===== src/rtl/address_latch_bank_pkg.sv =====
// -----------------------------------------------------------------------------
// address_latch_bank_pkg
// Shared definitions for the multi-channel address latch bank.
//   - Default address width and channel count
//   - Operation codes driven on the op field
//   - Encoding of the two-byte-load sequencer states
// No ports (package).
// -----------------------------------------------------------------------------
package address_latch_bank_pkg;

    localparam int DEFAULT_AW = 16;
    localparam int DEFAULT_CH = 4;

    localparam logic [2:0] OP_HOLD  = 3'd0;
    localparam logic [2:0] OP_LOAD  = 3'd1;
    localparam logic [2:0] OP_INC   = 3'd2;
    localparam logic [2:0] OP_DEC   = 3'd3;
    localparam logic [2:0] OP_ADD   = 3'd4;
    localparam logic [2:0] OP_LOAD2 = 3'd5;

    typedef enum logic [1:0] {
        ST_IDLE    = 2'd0,
        ST_WAIT_LO = 2'd1,
        ST_WAIT_HI = 2'd2
    } load2_state_t;

endpackage


===== src/rtl/address_latch_bank_if.sv =====
// -----------------------------------------------------------------------------
// address_latch_bank_if
// Bus bundle between a controller (master) and the latch bank (slave).
//   i_en         operation strobe
//   i_op         operation code
//   i_ch_sel     target channel of the operation
//   i_din        full-width load data
//   i_byte_in    data-bus byte (ADD offset / two-byte-load payload)
//   i_byte_valid i_byte_in carries a valid two-byte-load byte
//   i_out_sel    channel driven onto o_addr_out
//   o_addr_out   contents of channel i_out_sel
//   o_busy       two-byte load in progress
//   o_wrap       previous operation wrapped modulo 2^AW
// -----------------------------------------------------------------------------
interface address_latch_bank_if #(
    parameter int AW = address_latch_bank_pkg::DEFAULT_AW,
    parameter int CH = address_latch_bank_pkg::DEFAULT_CH
);
    localparam int CW = $clog2(CH);

    logic          i_en;
    logic [2:0]    i_op;
    logic [CW-1:0] i_ch_sel;
    logic [AW-1:0] i_din;
    logic [7:0]    i_byte_in;
    logic          i_byte_valid;
    logic [CW-1:0] i_out_sel;
    logic [AW-1:0] o_addr_out;
    logic          o_busy;
    logic          o_wrap;

    modport master (
        output i_en, i_op, i_ch_sel, i_din, i_byte_in, i_byte_valid, i_out_sel,
        input  o_addr_out, o_busy, o_wrap
    );

    modport slave (
        input  i_en, i_op, i_ch_sel, i_din, i_byte_in, i_byte_valid, i_out_sel,
        output o_addr_out, o_busy, o_wrap
    );

endinterface


===== src/rtl/address_latch_bank_alu.sv =====
// -----------------------------------------------------------------------------
// address_alu
// Combinational next-value computation for one address channel.
//   i_cur   current channel value
//   i_op    operation code
//   i_din   full-width load data
//   i_byte  signed 8-bit offset for ADD
//   o_next  value to write back (i_cur for HOLD / reserved / LOAD2)
//   o_wrap  result wrapped modulo 2^AW
// -----------------------------------------------------------------------------
module address_alu
    import address_latch_bank_pkg::*;
#(
    parameter int AW = DEFAULT_AW
) (
    input  logic [AW-1:0] i_cur,
    input  logic [2:0]    i_op,
    input  logic [AW-1:0] i_din,
    input  logic [7:0]    i_byte,
    output logic [AW-1:0] o_next,
    output logic          o_wrap
);

    logic [AW-1:0] w_ofs;
    logic [AW:0]   w_sum;

    assign w_ofs = {{(AW-8){i_byte[7]}}, i_byte};

    // Operation decode; bit AW of the extended sum is the carry/borrow.
    always_comb begin
        w_sum  = '0;
        o_next = i_cur;
        o_wrap = 1'b0;
        case (i_op)
            OP_LOAD: begin
                o_next = i_din;
            end
            OP_INC: begin
                w_sum  = {1'b0, i_cur} + {{AW{1'b0}}, 1'b1};
                o_next = w_sum[AW-1:0];
                o_wrap = w_sum[AW];
            end
            OP_DEC: begin
                w_sum  = {1'b0, i_cur} - {{AW{1'b0}}, 1'b1};
                o_next = w_sum[AW-1:0];
                o_wrap = w_sum[AW];
            end
            OP_ADD: begin
                // A negative offset is added as its two's complement, so the
                // absence of a carry is what signals a borrow past zero.
                w_sum  = {1'b0, i_cur} + {1'b0, w_ofs};
                o_next = w_sum[AW-1:0];
                o_wrap = w_sum[AW] ^ i_byte[7];
            end
            default: begin
                o_next = i_cur;
                o_wrap = 1'b0;
            end
        endcase
    end

endmodule


===== src/rtl/address_latch_bank.sv =====
// -----------------------------------------------------------------------------
// address_latch_bank
// CH independent AW-bit address registers with load / inc / dec / offset-add
// and an atomic two-byte load from the 8-bit data bus.
//   clk    system clock, rising edge
//   rst_n  asynchronous active-low reset
//   bus    address_latch_bank_if.slave (strobe, op, selects, data, outputs)
// -----------------------------------------------------------------------------
module address_latch_bank
    import address_latch_bank_pkg::*;
#(
    parameter int            AW        = DEFAULT_AW,
    parameter int            CH        = DEFAULT_CH,
    parameter logic [AW-1:0] RESET_VAL = '0
) (
    input  logic               clk,
    input  logic               rst_n,
    address_latch_bank_if.slave bus
);

    localparam int          CW   = $clog2(CH);
    localparam logic [CW:0] CH_L = (CW+1)'(CH);

    logic [AW-1:0] r_ch [CH];
    load2_state_t  r_state;
    logic [CW-1:0] r_target;
    logic [7:0]    r_lo;
    logic          r_busy;
    logic          r_wrap;

    load2_state_t  w_state_nxt;
    logic          w_wr;
    logic [CW-1:0] w_wr_idx;
    logic [AW-1:0] w_wr_data;
    logic          w_lo_we;
    logic          w_tgt_we;
    logic          w_wrap_nxt;
    logic [AW-1:0] w_alu_cur;
    logic [AW-1:0] w_alu_next;
    logic          w_alu_wrap;

    // Selected channel value fed to the ALU; non-existent channels read as zero.
    always_comb begin
        if ({1'b0, bus.i_ch_sel} < CH_L) begin
            w_alu_cur = r_ch[bus.i_ch_sel];
        end else begin
            w_alu_cur = '0;
        end
    end

    address_alu #(.AW(AW)) u_alu (
        .i_cur  (w_alu_cur),
        .i_op   (bus.i_op),
        .i_din  (bus.i_din),
        .i_byte (bus.i_byte_in),
        .o_next (w_alu_next),
        .o_wrap (w_alu_wrap)
    );

    // Next-state and write controls; strobes outside IDLE are ignored.
    always_comb begin
        w_state_nxt = r_state;
        w_wr        = 1'b0;
        w_wr_idx    = bus.i_ch_sel;
        w_wr_data   = w_alu_next;
        w_lo_we     = 1'b0;
        w_tgt_we    = 1'b0;
        w_wrap_nxt  = 1'b0;
        case (r_state)
            ST_IDLE: begin
                if (bus.i_en && (bus.i_op == OP_LOAD2)) begin
                    w_tgt_we    = 1'b1;
                    w_state_nxt = ST_WAIT_LO;
                end else if (bus.i_en) begin
                    w_wr       = 1'b1;
                    w_wrap_nxt = w_alu_wrap;
                end else begin
                    w_wr = 1'b0;
                end
            end
            ST_WAIT_LO: begin
                if (bus.i_byte_valid) begin
                    w_lo_we     = 1'b1;
                    w_state_nxt = ST_WAIT_HI;
                end else begin
                    w_state_nxt = ST_WAIT_LO;
                end
            end
            ST_WAIT_HI: begin
                if (bus.i_byte_valid) begin
                    // Single full-width write keeps the load atomic.
                    w_wr        = 1'b1;
                    w_wr_idx    = r_target;
                    w_wr_data   = {bus.i_byte_in[AW-9:0], r_lo};
                    w_state_nxt = ST_IDLE;
                end else begin
                    w_state_nxt = ST_WAIT_HI;
                end
            end
            default: begin
                w_state_nxt = ST_IDLE;
            end
        endcase
    end

    // Sequencer state, latched target, low-byte temp and registered flags.
    always_ff @(posedge clk or negedge rst_n) begin
        if (!rst_n) begin
            r_state  <= ST_IDLE;
            r_target <= '0;
            r_lo     <= 8'h00;
            r_busy   <= 1'b0;
            r_wrap   <= 1'b0;
        end else begin
            r_state <= w_state_nxt;
            r_busy  <= (w_state_nxt != ST_IDLE);
            r_wrap  <= w_wrap_nxt;
            if (w_tgt_we) begin
                r_target <= bus.i_ch_sel;
            end
            if (w_lo_we) begin
                r_lo <= bus.i_byte_in;
            end
        end
    end

    // Channel array: only the addressed channel is written.
    always_ff @(posedge clk or negedge rst_n) begin
        if (!rst_n) begin
            for (int i = 0; i < CH; i++) begin
                r_ch[i] <= RESET_VAL;
            end
        end else begin
            for (int i = 0; i < CH; i++) begin
                if (w_wr && (w_wr_idx == CW'(i))) begin
                    r_ch[i] <= w_wr_data;
                end
            end
        end
    end

    // Output mux is combinational so out_sel changes show the same cycle.
    always_comb begin
        if ({1'b0, bus.i_out_sel} < CH_L) begin
            bus.o_addr_out = r_ch[bus.i_out_sel];
        end else begin
            bus.o_addr_out = '0;
        end
    end

    assign bus.o_busy = r_busy;
    assign bus.o_wrap = r_wrap;

endmodule


===== src/flat_wrapper.sv =====
// flat-port wrapper written by rule: the top's interface ports become plain ports
module address_latch_bank_flat import address_latch_bank_pkg::*;
#(
    parameter int            AW        = DEFAULT_AW,
    parameter int            CH        = DEFAULT_CH,
    parameter logic [AW-1:0] RESET_VAL = '0
)
  (clk, rst_n, bus_i_en, bus_i_op, bus_i_ch_sel, bus_i_din, bus_i_byte_in, bus_i_byte_valid, bus_i_out_sel, bus_o_addr_out, bus_o_busy, bus_o_wrap);
  address_latch_bank_if #(.AW(AW), .CH(CH)) bus_i ();
  input  logic clk;
  input  logic rst_n;
  input wire logic [$bits(bus_i.i_en)-1:0] bus_i_en;
  input wire logic [$bits(bus_i.i_op)-1:0] bus_i_op;
  input wire logic [$bits(bus_i.i_ch_sel)-1:0] bus_i_ch_sel;
  input wire logic [$bits(bus_i.i_din)-1:0] bus_i_din;
  input wire logic [$bits(bus_i.i_byte_in)-1:0] bus_i_byte_in;
  input wire logic [$bits(bus_i.i_byte_valid)-1:0] bus_i_byte_valid;
  input wire logic [$bits(bus_i.i_out_sel)-1:0] bus_i_out_sel;
  output wire logic [$bits(bus_i.o_addr_out)-1:0] bus_o_addr_out;
  output wire logic [$bits(bus_i.o_busy)-1:0] bus_o_busy;
  output wire logic [$bits(bus_i.o_wrap)-1:0] bus_o_wrap;
  assign bus_i.i_en = bus_i_en;
  assign bus_i.i_op = bus_i_op;
  assign bus_i.i_ch_sel = bus_i_ch_sel;
  assign bus_i.i_din = bus_i_din;
  assign bus_i.i_byte_in = bus_i_byte_in;
  assign bus_i.i_byte_valid = bus_i_byte_valid;
  assign bus_i.i_out_sel = bus_i_out_sel;
  assign bus_o_addr_out = bus_i.o_addr_out;
  assign bus_o_busy = bus_i.o_busy;
  assign bus_o_wrap = bus_i.o_wrap;
  address_latch_bank #(.AW(AW), .CH(CH), .RESET_VAL(RESET_VAL)) u_core (.clk(clk), .rst_n(rst_n), .bus(bus_i));
endmodule

===== config.mk =====
export PLATFORM = sky130hd
export DESIGN_NAME = address_latch_bank_flat
export DESIGN_NICKNAME = d
export VERILOG_FILES = /design/src/rtl/address_latch_bank_pkg.sv /design/src/rtl/address_latch_bank_if.sv /design/src/rtl/address_latch_bank_alu.sv /design/src/rtl/address_latch_bank.sv /design/src/flat_wrapper.sv
export SDC_FILE = /design/constraint.sdc
export NUM_CORES = 1
export LEC_CHECK = 0
export ABC_CLOCK_PERIOD_IN_PS = 4500
export CAP_MARGIN = 10
export CORE_MARGIN = 3
export CORE_UTILIZATION = 45
export CTS_BUF_LIST = sky130_fd_sc_hd__clkbuf_16
export DETAILED_ROUTE_END_ITERATION = 12
export GPL_ROUTABILITY_DRIVEN = 0
export MAX_ROUTING_LAYER = met4
export PLACE_DENSITY = 0.72
export SYNTH_ARGS = -nofsm -noshare
export SYNTH_HDL_FRONTEND = slang
export SYNTH_SLANG_ARGS = --single-unit

===== constraint.sdc =====
create_clock -name clk -period 4.5 [get_ports clk]
set_clock_uncertainty 0.1 [all_clocks]
set_input_delay 0.9 -clock clk [delete_from_list [all_inputs] [get_ports clk]]
set_output_delay 0.9 -clock clk [all_outputs]
set_load 0.02 [all_outputs]

==> summary.md <==
| Metric | Value |
|---|---|
| Worst hold path class | reg2reg |
| CTS buffer count | 9 |
| Crit path from | bus_i_ch_sel[1] |
| Nets@finish | 721 |
| Fin crit share | 0.959 |
| Status | complete, no violations |
| Vias in the first global route | 5200 |
| Detail Placement HPWL | 12.8 mm |
| Hold Fails Final Rpt | 0 |
| Syn. warnings | 0 |
| R2R Setup Slk | 0.86 ns |
| Routed WL | 17.3 mm |
| Worst skew pair latency | 0.34 ns |
| I/O pins | 53 |
| Most common cell after layout, fill and taps aside | dfrtp_1 |
| Final max-slew violation count | 0 |
| Post-synth EDFFs | 0 |
| Die W | 120 um |
| GRT Resource Usage Total | 0.251 |
| Worst Tran Pin Value | 0.996 ns |
| Setup CP Type | in2reg |
| Clock buffer depth | 2 |
| VDD IR-drop max | 0.267 mV |
| Pwr Total | 4.67 mW |
| CORE AREA | 0.0127 sq mm |
| Root Driver | clkbuf_16 |
| Area post-placement | 0.00696 sq mm |
| Synthesized Nets | 627 |
| Commonest non-fill, non-tap cells in the layout | dfrtp_1 (78), buf_4 (68), mux2_2 (53) |
| Crit path max fanout | 5 |
| Min-Delay Startpoint | u_core.r_ch[49] |
| Antenna violations before repair | 0 |
| Async SR Flop Fraction | 1.00 |
| Chip height | 120 um |
| Diodes inserted | 0 |
| CTS tree | done |
| Pwr dens | 644 mW/mm^2 |
| Fin area | 0.00725 sq mm |
| Primary FF master, synth | dfrtp_1 |
| Clk sink count | 78 |
| Kind of start point of the critical path | primary input |
| # H-tree levels | 3 |
| Total setup buffers inserted after CTS | 0 |
| WP data required | 4.62 ns |
| Register area share after synthesis | 0.332 |
| ANT nets after route | 0 |
| Static leakage | 3.08 nW |
| First-pass GRT wire length | 27.7 mm |
| Area delta synth->final | 23.3% |
| Minimum clock period | 4.32 ns |
| Synthesized area | 0.00588 sq mm |
| Crit path capture type | flip-flop |
| Starting density of the core | 0.462 |
| Via density | 6.23 |
| Fmax | 0.232 GHz |
| Hold slack | 0.398 ns |
| Syn Area/Cell | 10.3 sq um |
| WP data arrival | 4.44 ns |
| Drc violations | 0 |
| Syn Inst Count | 573 |
| Largest net degree at the start of global routing | 79 |
| I/O Buffers | 52 |
| Register bit total from synthesis | 78 |
| Total number of vias | 5254 |
| Share of cells above drive strength 1 | 0.269 |
| Max cap viols | 0 |
| Drt pass-1 iters | 5 |
| Aggregate global routing overflow | 0 |
| Synth cell types | 70 |
| Worst r2r src | u_core.r_ch[33] |
| 1st-iter DRT viols | 683 |
| Cell row count | 41 |
| RSZ-0062 raised after global routing | false |
| Die footprint | 0.0145 sq mm |
| # setup viols final | 0 |
| Final Core Density | 0.570 |
| Clk slew on worst S/H paths | 0.06 ns |
| Slew HR | 0.336 |
| Wirelength per Cell | 20.5 um |
==> worst max-delay path: stages <==
cell and delay, ns:
clkdlybuf4s50_1 0.61, buf_12 0.15, mux4_1 0.38, inv_1 0.16
ha_1 0.18, inv_1 0.06, or4_4 0.60, o311a_1 0.33
a2111oi_2 0.53, buf_4 0.20, nor2_1 0.06, mux2_2 0.27
==> registers in the layout (all words and copies together), names as in the netlist <==
| name | count |
|---|---|
| u_core.r_target | 2 |
| u_core.r_ch | 64 |
| u_core.bus.o_busy | 1 |
| u_core.r_lo | 8 |
| u_core.r_state | 2 |
| u_core.bus.o_wrap | 1 |
==> per-layer routing <==
metal  vias up  share of wire  track usage
met4         0          0.017       0.0758
met3        25          0.074       0.0510
met2       218           0.48        0.397
li1       2387              -            -
met1      2624           0.43        0.329
met5         -              0            -
==> report_power, final <==
group	switching, mW	internal [mW]
clock network	0.273	0.421
registers	0.234	1.02
logic	1.39	1.34
total	1.90	2.78
==> synth_stat cells (all sizes together) (4+ instances only) <==
library cell / n / area (sq um)
o221ai: 4 / 35.0
and3: 7 / 45.1
xor2: 12 / 105
nor4: 5 / 67.6
o211ai: 8 / 60.1
o21ai: 28 / 140
a221oi: 8 / 70.1
nand4: 5 / 31.3
a211oi: 4 / 35.0
clkbuf: 27 / 101
o31ai: 12 / 90.1
nor2: 49 / 208
inv: 11 / 41.3
or4: 5 / 52.6
mux2i: 4 / 40.0
nand2: 52 / 195
and2: 5 / 31.3
nor3: 6 / 30.0
dfrtp: 78 / 1950
nand3: 16 / 80.1
a21oi: 38 / 194
mux2: 55 / 627
xnor2: 9 / 78.8
or3: 4 / 25.0
a21o: 8 / 60.1
buf: 10 / 76.3
mux4: 32 / 747
a31oi: 6 / 37.5
ha: 18 / 225
==> cells by family (layout without fill, tap and decap cells) <==
logic type / Yosys count / count (layout) / synth area share
AND/OR/NAND/NOR: 170 / 170 / 0.150
multiplexers: 91 / 91 / 0.240
AO/OA/AOI/OAI: 146 / 146 / 0.167
XOR/XNOR: 21 / 21 / 0.0313
buffers and inverters: 48 / 147 / 0.0372
flip-flops: 78 / 78 / 0.332
adder cells (fa/ha/maj): 19 / 19 / 0.0417
==> area by class of cell <==
cell class,instances,area [sq um]
Inverter,11,41.3
Multi-Input combinational cell,447,3720
Timing Repair Buffer,120,1040
Clock inverter,7,58.8
Tap cell,172,215
Fill cell,1105,5470
Clock buffer,9,225
Sequential cell,78,1950
==> metrics by stage <==
step                      instances  TNS (ns)  setup slack [ns]
after floorplan                 573         0             0.260
after global placement          828     -4.72            -0.258
after detailed placement        828     -6.99            -0.345
after CTS                       844         0             0.182
after global routing            844         0          0.000561
final                           844         0             0.184
==> repair_timing <==
item	4_1_cts	5_1_grt
hold buffers	0	0
resized for setup	1	3
cloned	0	0
hold endpoints to repair	0	0
pin swaps	0	0
endpoints found under the setup margin	8	6
==> final timing paths <==
| kind | cells past startpoint | endpoint |
|---|---|---|
| setup / recovery | 12 | u_core.r_ch[6] |
| hold / removal | 2 | u_core.r_ch[49] |
| setup reg to reg | 10 | u_core.r_ch[6] |
| hold reg to reg | 2 | u_core.r_ch[49] |
| max in group asynchronous | 1 | u_core.r_ch[62] |
| min in group asynchronous | 1 | u_core.r_ch[17] |
No activity file was read; power rests on OpenSTA's default activity.
